==> config.mk <==
export PLATFORM = sky130hd
export DESIGN_NAME = alu_ctl_mdu
export DESIGN_NICKNAME = d
export VERILOG_FILES = /design/src/rtl/alu_ctl_mdu.sv
export SDC_FILE = /design/constraint.sdc
export NUM_CORES = 1
export LEC_CHECK = 0
export BUFFER_PORTS_ARGS = -buffer_cell sky130_fd_sc_hd__buf_2
export CAP_MARGIN = 20
export CELL_PAD_IN_SITES_DETAIL_PLACEMENT = 1
export CELL_PAD_IN_SITES_GLOBAL_PLACEMENT = 2
export CORE_UTILIZATION = 34
export CTS_BUF_LIST = sky130_fd_sc_hd__clkbuf_4
export DETAILED_ROUTE_END_ITERATION = 8
export PLACE_DENSITY = 0.87
export SYNTH_ARGS = -nofsm -noshare
export SYNTH_HDL_FRONTEND = slang
export SYNTH_SLANG_ARGS = --single-unit
==> constraint.sdc <==
create_clock -name clk -period 7.83 [get_ports clk]
set_clock_uncertainty 0.1 [all_clocks]
set_input_delay 1.566 -clock clk [delete_from_list [all_inputs] [get_ports clk]]
set_output_delay 1.566 -clock clk [all_outputs]
set_load 0.005 [all_outputs]
==> src/rtl/alu_ctl_mdu.sv <==
// EX-stage ALU control decode plus iterative multiply/divide unit with HI/LO registers.
// Latency: aluc registered 1 cycle after capture; mult/div results land in HI/LO WIDTH+1 cycles after capture.
// Backpressure: stall freezes ID/EX while the MDU is busy and the incoming instruction touches HI/LO or the MDU.
module alu_ctl_mdu #(
    parameter int WIDTH  = 32,
    parameter int ALUC_W = 5
) (
    input  logic              clk,
    input  logic              rst,
    input  logic              en,
    input  logic [5:0]        op,
    input  logic [5:0]        func,
    input  logic [WIDTH-1:0]  rs_val,
    input  logic [WIDTH-1:0]  rt_val,
    output logic [ALUC_W-1:0] aluc,
    output logic              stall,
    output logic              md_busy,
    output logic              md_done,
    output logic [WIDTH-1:0]  hi,
    output logic [WIDTH-1:0]  lo
);

    localparam int CW = $clog2(WIDTH + 1);

    typedef enum logic [1:0] {IDLE, RUN, FIX, DONE} state_t;

    state_t state, state_nxt;

    logic [ALUC_W-1:0] dec_aluc;
    logic              dec_hilo;   // any instruction that reads/writes HI/LO or starts the MDU
    logic              dec_md;     // mult/multu/div/divu
    logic              dec_mthi;
    logic              dec_mtlo;
    logic              cap;
    logic              start;

    // MDU working registers
    logic [WIDTH-1:0]  acc;        // product high half / partial remainder
    logic [WIDTH-1:0]  qr;         // multiplier shifting out / quotient shifting in
    logic [WIDTH-1:0]  opb;        // |rt|: multiplicand or divisor magnitude
    logic [WIDTH-1:0]  rs_q;       // original dividend, returned in HI on divide by zero
    logic [CW-1:0]     cnt;
    logic              md_div;
    logic              md_sgn;
    logic              sa;
    logic              sb;
    logic              rt_zero;

    logic [WIDTH-1:0]  rs_abs;
    logic [WIDTH-1:0]  rt_abs;
    logic [WIDTH:0]    mul_sum;
    logic [WIDTH:0]    div_sh;
    logic              div_ge;
    logic [WIDTH-1:0]  div_diff;
    logic [2*WIDTH-1:0] prod;
    logic [WIDTH-1:0]  fix_hi;
    logic [WIDTH-1:0]  fix_lo;

    // Decode op/func into the ALU control code and HI/LO hazard class
    always_comb begin
        dec_aluc = '0;
        dec_hilo = 1'b0;
        dec_md   = 1'b0;
        dec_mthi = 1'b0;
        dec_mtlo = 1'b0;
        if (op == 6'b000000) begin
            case (func)
                6'b100000: dec_aluc = ALUC_W'(0);
                6'b100010: dec_aluc = ALUC_W'(1);
                6'b100100: dec_aluc = ALUC_W'(2);
                6'b100101: dec_aluc = ALUC_W'(3);
                6'b100110: dec_aluc = ALUC_W'(4);
                6'b101010: dec_aluc = ALUC_W'(5);
                6'b100111: dec_aluc = ALUC_W'(14);
                6'b000000: dec_aluc = ALUC_W'(6);
                6'b000100: dec_aluc = ALUC_W'(7);
                6'b000011: dec_aluc = ALUC_W'(8);
                6'b000111: dec_aluc = ALUC_W'(9);
                6'b000010: dec_aluc = ALUC_W'(10);
                6'b000110: dec_aluc = ALUC_W'(11);
                6'b010000: begin dec_aluc = ALUC_W'(15); dec_hilo = 1'b1; end
                6'b010010: begin dec_aluc = ALUC_W'(16); dec_hilo = 1'b1; end
                6'b010001: begin dec_aluc = ALUC_W'(17); dec_hilo = 1'b1; dec_mthi = 1'b1; end
                6'b010011: begin dec_aluc = ALUC_W'(18); dec_hilo = 1'b1; dec_mtlo = 1'b1; end
                6'b011000: begin dec_aluc = ALUC_W'(19); dec_hilo = 1'b1; dec_md = 1'b1; end
                6'b011001: begin dec_aluc = ALUC_W'(20); dec_hilo = 1'b1; dec_md = 1'b1; end
                6'b011010: begin dec_aluc = ALUC_W'(21); dec_hilo = 1'b1; dec_md = 1'b1; end
                6'b011011: begin dec_aluc = ALUC_W'(22); dec_hilo = 1'b1; dec_md = 1'b1; end
                default:   dec_aluc = '0;
            endcase
        end else begin
            case (op)
                6'b001000: dec_aluc = ALUC_W'(0);
                6'b001100: dec_aluc = ALUC_W'(2);
                6'b001101: dec_aluc = ALUC_W'(3);
                6'b001010: dec_aluc = ALUC_W'(5);
                6'b001111: dec_aluc = ALUC_W'(13);
                default:   dec_aluc = '0;
            endcase
        end
    end

    assign md_busy = (state == RUN) || (state == FIX);
    assign md_done = (state == DONE);
    assign stall   = md_busy & en & dec_hilo;
    assign cap     = en & ~stall;
    assign start   = cap & dec_md;

    // Capture ALU control on each unstalled advance
    always_ff @(posedge clk or posedge rst) begin
        if (rst) begin
            aluc <= '0;
        end else if (cap) begin
            aluc <= dec_aluc;
        end
    end

    // MDU state register
    always_ff @(posedge clk or posedge rst) begin
        if (rst) begin
            state <= IDLE;
        end else begin
            state <= state_nxt;
        end
    end

    // MDU next state; a new op may start straight from DONE since stall is already low there
    always_comb begin
        state_nxt = state;
        case (state)
            IDLE:    if (start) state_nxt = RUN;
            RUN:     if (cnt == CW'(1)) state_nxt = FIX;
            FIX:     state_nxt = DONE;
            DONE:    state_nxt = start ? RUN : IDLE;
            default: state_nxt = IDLE;
        endcase
    end

    // Operand magnitudes and one iteration step for each algorithm
    always_comb begin
        rs_abs   = (~func[0] & rs_val[WIDTH-1]) ? -rs_val : rs_val;
        rt_abs   = (~func[0] & rt_val[WIDTH-1]) ? -rt_val : rt_val;
        mul_sum  = {1'b0, acc} + (qr[0] ? {1'b0, opb} : '0);
        div_sh   = {acc, qr[WIDTH-1]};
        div_ge   = div_sh >= {1'b0, opb};
        div_diff = div_sh[WIDTH-1:0] - opb;
    end

    // Sign correction and special cases applied in FIX
    always_comb begin
        prod   = {acc, qr};
        fix_hi = acc;
        fix_lo = qr;
        if (!md_div) begin
            if (md_sgn && (sa ^ sb)) begin
                prod = -prod;
            end
            fix_hi = prod[2*WIDTH-1:WIDTH];
            fix_lo = prod[WIDTH-1:0];
        end else if (rt_zero) begin
            fix_hi = rs_q;
            fix_lo = '1;
        end else begin
            if (md_sgn && (sa ^ sb)) fix_lo = -qr;
            if (md_sgn && sa)        fix_hi = -acc;
        end
    end

    // Latch operands on start, then iterate one bit per RUN cycle
    always_ff @(posedge clk or posedge rst) begin
        if (rst) begin
            acc     <= '0;
            qr      <= '0;
            opb     <= '0;
            rs_q    <= '0;
            cnt     <= '0;
            md_div  <= 1'b0;
            md_sgn  <= 1'b0;
            sa      <= 1'b0;
            sb      <= 1'b0;
            rt_zero <= 1'b0;
        end else if (start) begin
            acc     <= '0;
            qr      <= rs_abs;
            opb     <= rt_abs;
            rs_q    <= rs_val;
            cnt     <= CW'(WIDTH);
            md_div  <= func[1];
            md_sgn  <= ~func[0];
            sa      <= ~func[0] & rs_val[WIDTH-1];
            sb      <= ~func[0] & rt_val[WIDTH-1];
            rt_zero <= (rt_val == '0);
        end else if (state == RUN) begin
            cnt <= cnt - CW'(1);
            if (md_div) begin
                acc <= div_ge ? div_diff : div_sh[WIDTH-1:0];
                qr  <= {qr[WIDTH-2:0], div_ge};
            end else begin
                acc <= mul_sum[WIDTH:1];
                qr  <= {mul_sum[0], qr[WIDTH-1:1]};
            end
        end
    end

    // HI/LO: MDU result in FIX, mthi/mtlo on capture (never both, capture is stalled in FIX)
    always_ff @(posedge clk or posedge rst) begin
        if (rst) begin
            hi <= '0;
            lo <= '0;
        end else if (state == FIX) begin
            hi <= fix_hi;
            lo <= fix_lo;
        end else begin
            if (cap && dec_mthi) hi <= rs_val;
            if (cap && dec_mtlo) lo <= rs_val;
        end
    end

endmodule

==> results of run 1 <==
cell usage after synthesis (5+ instances only):
cell type	instances	area (um^2)
xor2_1	84	736
clkbuf_1	144	541
nand3b_1	13	97.6
nor2b_1	56	350
ha_1	75	938
nand2_1	310	1160
a21o_1	31	233
and3_1	9	56.3
dfrtp_1	210	5260
nor2_1	159	597
inv_1	67	251
or4_1	7	52.6
o31ai_1	27	203
buf_2	10	50.1
and2_1	13	81.3
nor4b_1	6	52.6
o21a_1	12	90.1
buf_1	10	37.5
nor4_1	19	119
nand2b_1	21	131
a211oi_1	50	375
a31oi_1	30	188
a21boi_0	5	37.5
mux2i_1	66	661
xnor2_1	97	850
nor3_1	50	250
o221ai_1	9	78.8
or3_1	12	75.1
nand3_1	38	190
a21oi_1	186	931
a2111oi_0	5	43.8
o22ai_1	9	56.3
mux2_2	16	180
nand4_1	16	100
o21bai_1	14	105
o41ai_1	8	70.1
or2_2	5	31.3
o211ai_1	57	428
o21ai_0	210	1050
power breakdown:
group | internal, W | switching, W | leakage (nW) | total, W
logic | 0.00130 | 0.00186 | 4.69 | 0.00316
clock network | 0.000634 | 0.000562 | 0.512 | 0.00120
registers | 0.00137 | 0.000515 | 2.42 | 0.00189
total | 0.00331 | 0.00294 | 7.63 | 0.00625
through the flow:
stage / instance area (um^2) / setup WS, ns / total power [W] / util, %
2_1_floorplan: 17400 / 0.426 / 0.00401 / -
3_3_place_gp: 18600 / 3.24 / 0.00493 / 36.9
3_5_place_dp: 18600 / 3.11 / 0.00503 / 36.9
4_1_cts: 19500 / 3.18 / 0.00628 / 38.7
5_1_grt: 19500 / 3.07 / 0.00676 / 38.7
6_report: 19500 / 3.16 / 0.00625 / 38.7
kinds of logic (layout without fill, tap and decap cells):
logic type | after synthesis | count (layout)
AND/OR/NAND/NOR | 756 | 756
AO/OA/AOI/OAI | 696 | 696
buffers and inverters | 234 | 355
flip-flops | 210 | 210
XOR/XNOR | 181 | 181
multiplexers | 82 | 82
adder cells (fa/ha/maj) | 77 | 77
other | 0 | 4
flip-flops by register name, summed over array words and instances, names as in the netlist:
name and flops:
acc 32, aluc 5, cnt 6, hi 32, lo 32, md_div 1
md_sgn 1, opb 32, qr 32, rs_q 32, rt_zero 1, sa 1
sb 1, state 2
tightest hold or removal path, stage by stage, from the launching register on:
cell and delay (ns):
dfrtp_1 0.34, nand2_1 0.05, nand2_1 0.05
worst paths after layout:
check                                           from                   end  slack, ns  cells after the start
worst max-delay path                         func[4]                 stall       3.16                      6
worst min-delay path            rs_q[26]$_DFFE_PP0N_  rs_q[26]$_DFFE_PP0N_       0.37                      2
worst max register to register    acc[0]$_DFFE_PP0P_    acc[6]$_DFFE_PP0P_       3.41                     11
worst min register to register  rs_q[26]$_DFFE_PP0N_  rs_q[26]$_DFFE_PP0N_       0.37                      2
max in group asynchronous                        rst    md_div$_DFFE_PP0N_       5.60                      3
min in group asynchronous                        rst     lo[7]$_DFFE_PP0P_       0.75                      2
metal layers:
layer	up-vias	wire, um	GRT usage (%)
li1	8142	-	-
met1	8398	28900	32.1
met2	429	28500	38.3
met3	113	2740	4.05
met4	0	1590	7.89
met5	-	0	0
area by class of cell:
class | count | area share, %
timing repair buffer | 172 | 4.76
inverter | 67 | 1.33
antenna | 4 | 0.0513
tap | 672 | 4.31
clock buffer | 97 | 3.74
multi-input combinational | 1792 | 58.1
sequential | 210 | 27.0
clock inverter | 19 | 0.700
==> run metrics, run 1 <==
CP Capture Type=output port; hold-fix buffer count after cts=0; Area growth syn-to-layout=12.0%; CP max stage cell=or3_1; IO Pins=151; Slew HR=between 30% and 40%; Crit Path Max Fanout=6; grt total ovfl=0; fmax=~0.21 GHz; fillcell total=about 6200; DR vias=17082; status=completed; GP Congestion=approximately 0.92; Synth Area in XOR/XNOR=9.10%; crit-path max cell delay=0.45 ns; first-pass GRT wire length=between 90 and 100 mm; number of remaining DRC errors=0; tightest hold margin=approximately 0.37 ns; register area share after synthesis=between 30% and 40%; Max clock buf depth=3; share of cells above drive strength 1=13.9%; Die Y=228 um; GRT Overall Usage=23.7%; warning count from the yosys run=0; dpl cells=2912; ANT nets after route=0; DRT iter0 DRCs=1068; chip width=228 um; pwr dens=321 nW/um^2; Routed Wire Length=61.8 mm; max_cap viols=0; RSZ-0062 raised after global routing=false; post-DP HPWL=44.2 mm; core box area=50400 um^2; crit-path cells=buf_2 > inv_1 > or3_1 > nor2_1 > and3_1 > buf_2; Cell Area, Synth=17400 um^2; vias per cell=between 5 and 6; Hold Fails Final Rpt=0; CP arrival=3.01 ns; VDD IR max=0.000147 V; initial antenna violation count=1; flops & latches, synth=210; HP Class=flop to flop; Rows=between 80 and 90; Avg WL per Cell=20.4 um; asr flop ratio synth=100%; Multi-input gate area=roughly 11000 um^2; Post-CTS Setup Repair Bufs=0; Final Max Slew Viols=0; final worst-path cycle share=59.7%; Tmin final=4.67 ns; CTS tree=built; Num CTS Buffers=69; Syn Area/Cell=a little under 8 um^2; CP required=6.16 ns; largest family of logic cells by synthesized area=compound AO/OA/AOI/OAI gates; Top delay family on crit path=simple AND/OR/NAND/NOR gates; leakage=approximately 7.6 nW; crit path launch type=input port; PortBufs=150; kind of critical path=input port to output port; Final #Nets=2468; Initial Utilization=34.6%; most used cell, CP=buf_2; Least-Margin Pin Slew=1.01 ns; htree depth=3; clk_lat worst skew=about 0.8 ns; Worst-path clk slew=0.06 ns; endpoints failing setup=0; Synth Area in Simple Gates=between 20% and 30%; Synth Instances=2236; CP Buf/Inv Count=3; Die Footprint=52100 um^2; Yosys cell types=76; number of global-route vias before repair=between 15000 and 20000; Mapped Nets=about 2400; Synth Area in Compound Gates=around a quarter; post-route setup TNS=0 ns; Adder-Cell Fraction of Synth Area=5.62%; 1st-pass router iterations=5; Sequential cell area=5260 um^2; ys flop type=dfrtp_1; Post-synth EDFFs=0; largest net degree at the start of global routing=120; post_cts resized=0; clock sink total=210; root buffer cell=clkbuf_4; most frequent cells in the layout=nand2_1 (310), o21ai_0 (210), dfrtp_1 (208); Cell Count, Final, Fillers Out=3033; commonest non-fill, non-tap cell in the layout=nand2_1; post-synthesis mux area share=4.83%
Note: power is estimated with default switching activity, not from simulation.
==> run 2: changes to the inputs <==
--- a/config.mk
+++ b/config.mk
@@ -5,14 +5,15 @@
 export SDC_FILE = /design/constraint.sdc
 export NUM_CORES = 1
 export LEC_CHECK = 0
+export ABC_AREA = 1
 export BUFFER_PORTS_ARGS = -buffer_cell sky130_fd_sc_hd__buf_2
 export CAP_MARGIN = 20
 export CELL_PAD_IN_SITES_DETAIL_PLACEMENT = 1
 export CELL_PAD_IN_SITES_GLOBAL_PLACEMENT = 2
-export CORE_UTILIZATION = 34
+export CORE_UTILIZATION = 30
 export CTS_BUF_LIST = sky130_fd_sc_hd__clkbuf_4
 export DETAILED_ROUTE_END_ITERATION = 8
-export PLACE_DENSITY = 0.87
+export PLACE_DENSITY = 0.86
 export SYNTH_ARGS = -nofsm -noshare
 export SYNTH_HDL_FRONTEND = slang
 export SYNTH_SLANG_ARGS = --single-unit
==> constraint.sdc (replaced) <==
create_clock -name clk -period 4.1 [get_ports clk]
set_clock_uncertainty 0.1 [all_clocks]
set_input_delay 0.82 -clock clk [delete_from_list [all_inputs] [get_ports clk]]
set_output_delay 0.82 -clock clk [all_outputs]
set_load 0.005 [all_outputs]
==> run 2 against run 1 <==
Net effect:
- worst setup slack lost 2.5 ns
- die area grew 33%
- sequential power grew 86%
- worst hold slack lost 0.14 ns
- clock power grew 89%
==> run metrics, run 2 <==
status=completed; Area contributors post-synth=dfrtp_1 (26%), nand2_1 (23%), inv_1 (8.3%); warning count from the yosys run=0 (unchanged); chip width=264 um (+15%); post-DP HPWL=80.6 mm (+82%); Synth Instances=3522 (+58%); most frequent cells in the layout=nand2_1 (1241), inv_1 (455), nor2_1 (396); Crit Path Max Fanout=17 (+11); clk_lat worst skew=0.85 ns (+0.04 ns); flops & latches, synth=210 (unchanged); Final #Nets=3842 (+56%); VDD IR max=0.000310 V (+110%); initial antenna violation count=5 (+4); leakage=12.1 nW (+58%); Post-synth EDFFs=0 (unchanged); Syn Area/Cell=5.83 um^2 (-25%); Hold Fails Final Rpt=0 (unchanged); Tmin final=3.40 ns; Rows=95 (+16%); GP Congestion=0.996 (+8.5%); Post-synth top cells=nand2_1 (1241), inv_1 (456), nor2_1 (397); HP Class=input port to flop; Worst-path clk slew=0.06 ns (about the same); final worst-path cycle share=82.8%; first-pass GRT wire length=150 mm (+51%); Initial Utilization=30.5% (-4.1 points); post-route setup TNS=0 ns (unchanged); Least-Margin Pin Slew=0.865 ns (-0.140 ns); register area share after synthesis=25.6% (-4.6 points); Cell Area, Synth=20500 um^2 (+18%); Num CTS Buffers=68 (-1.4%); commonest non-fill, non-tap cell in the layout=nand2_1; kind of critical path=flop to flop; Die Y=264 um (+15%); Slew HR=42.2% (+11 points); max_cap viols=0 (unchanged); DR vias=24245 (+42%); top-area cell type share of the netlist area=25.6% (-4.6 points); htree depth=3 (unchanged); Die Footprint=69500 um^2 (+33%); Avg WL per Cell=21.6 um (+6.1%); Yosys cell types=51 (-33%); Max clock buf depth=3 (unchanged); cell with the most instances after synthesis=nand2_1; ANT nets after route=0 (unchanged); Power Total=0.0136 W (+120%); Routed Wire Length=99.5 mm (+61%); IO Pins=151 (unchanged); share of cells above drive strength 1=10.0% (-3.8 points); Worst Min Path Start=op[1]; crit path launch type=flop; post-synth top area cell=dfrtp_1; grt total ovfl=0 (unchanged); pwr dens=585 nW/um^2 (+82%); vias per cell=5.26 (-6.5%); largest net degree at the start of global routing=98 (-18%); endpoints failing setup=0 (unchanged); fillcell total=9096 (+47%); DRT iter0 DRCs=1898 (+78%); number of remaining DRC errors=0 (unchanged); clock sink total=210 (unchanged); CP arrival=3.98 ns (+0.97 ns); CTS tree=built; Final Max Slew Viols=0 (unchanged); fmax=0.295 GHz; GRT Overall Usage=28.5% (+4.8 points); ys flop type=dfrtp_1; Mapped Nets=3678 (+54%); CP required=4.68 ns (-1.48 ns); CP Launch Point=qr[0]$_DFFE_PP0P_; R2R Path Start=qr[0]$_DFFE_PP0P_; root buffer cell=clkbuf_4; asr flop ratio synth=100% (unchanged); core box area=67400 um^2 (+34%); RSZ-0062 raised after global routing=false; number of global-route vias before repair=23970 (+35%); PortBufs=150 (unchanged); CP Capture Type=flop; 1st-pass router iterations=5 (unchanged); Area growth syn-to-layout=13.1%
## run 2: cell types whose count changed after synthesis, moves of 30 or more
cell,before,now
nand2_1,310,1241
inv_1,67,456
nand3_1,38,278
nor2_1,159,397
clkbuf_1,144,59
xnor2_1,97,17
mux2i_1,66,0
nor2b_1,56,0
a211oi_1,50,0
a21oi_1,186,137
o21ai_0,210,246
nand4_1,16,47
a21o_1,31,1
o21ai_1,0,30
## run 2: final timing paths
check / depth (start not counted) / endpoint / slack (ns)
max in group asynchronous: 4 / opb[28]$_DFFE_PP0N_ / 2.31
min reg2reg: 2 / lo[11]$_DFFE_PP0P_ / 0.38
max: 15 / acc[7]$_DFFE_PP0P_ / 0.70
max reg2reg: 15 / acc[7]$_DFFE_PP0P_ / 0.70
min in group asynchronous: 3 / lo[18]$_DFFE_PP0P_ / 0.52
min: 3 / aluc[2]$_DFFE_PP0P_ / 0.24
## run 2: final cells by class
type | instances | area, um^2 | share of cell area, %
Antenna cell | 7 | 17.5 | 0.0755
Clock buffer | 94 | 706 | 3.04
Clock inverter | 16 | 135 | 0.582
Inverter | 477 | 1790 | 7.73
Multi-Input combinational cell | 2723 | 13000 | 56.0
Sequential cell | 210 | 5260 | 22.6
Tap cell | 873 | 1090 | 4.71
Timing Repair Buffer | 206 | 1220 | 5.27
## run 2: through the flow
stage	instance area (um^2)	worst slack, ns	utilization, %	hold slack (ns)	cells
floorplan	20500	0.452	-	0.344	3522
global placement	22300	0.855	33.2	0.360	4488
detailed placement	22300	0.752	33.2	0.368	4488
CTS	23200	0.752	34.4	0.170	4599
global route	23200	0.523	34.4	0.215	4603
finish	23200	0.705	34.4	0.236	4606
## run 2: logic make-up (layout without fill, tap and decap cells)
group                    after synthesis  count (layout)  synth area share [%]
AO/OA/AOI/OAI                        481             481                  12.6
XOR/XNOR                              76              76                  3.24
adder cells (fa/ha/maj)               77              77                  4.77
buffers and inverters                589             793                  11.2
flip-flops                           210             210                  25.6
other                                  0               7                     0
AND/OR/NAND/NOR                     2089            2089                  42.6
## run 2: report_power, final
| group | switching, W | leakage (nW) | internal (W) |
|---|---|---|---|
| registers | 0.000832 | 2.64 | 0.00268 |
| logic | 0.00546 | 8.95 | 0.00234 |
| clock network | 0.00109 | 0.498 | 0.00118 |
## run 2: timing repair
| item | CTS | global route |
|---|---|---|
| gates resized for setup | 0 | 0 |
| endpoints found under the hold margin | 23 | 0 |
| setup buffers | 0 | 0 |
| hold buffers | 1 | 0 |
## run 2: per-layer routing
metal / up-vias / GRT usage, % / wire, um
met3: 144 / 5.17 / 7460
li1: 11558 / - / -
met2: 804 / 44.4 / 43700
met5: - / 0 / 23
met1: 11735 / 39.9 / 45700
met4: 4 / 8.35 / 2600
## run 2: worst max-delay path, stage by stage, from the launching register on
cell and delay, ns:
dfrtp_1 0.82, nand2_1 0.12, inv_1 0.10, ha_1 0.30, inv_1 0.09, fa_1 0.42, inv_1 0.14, nand3_1 0.08
nand3_1 0.18, nand2_1 0.07, nand2_1 0.18, nand2_1 0.08, a21oi_1 0.26, nor2_1 0.11, o211ai_1 0.13, nand2_1 0.07
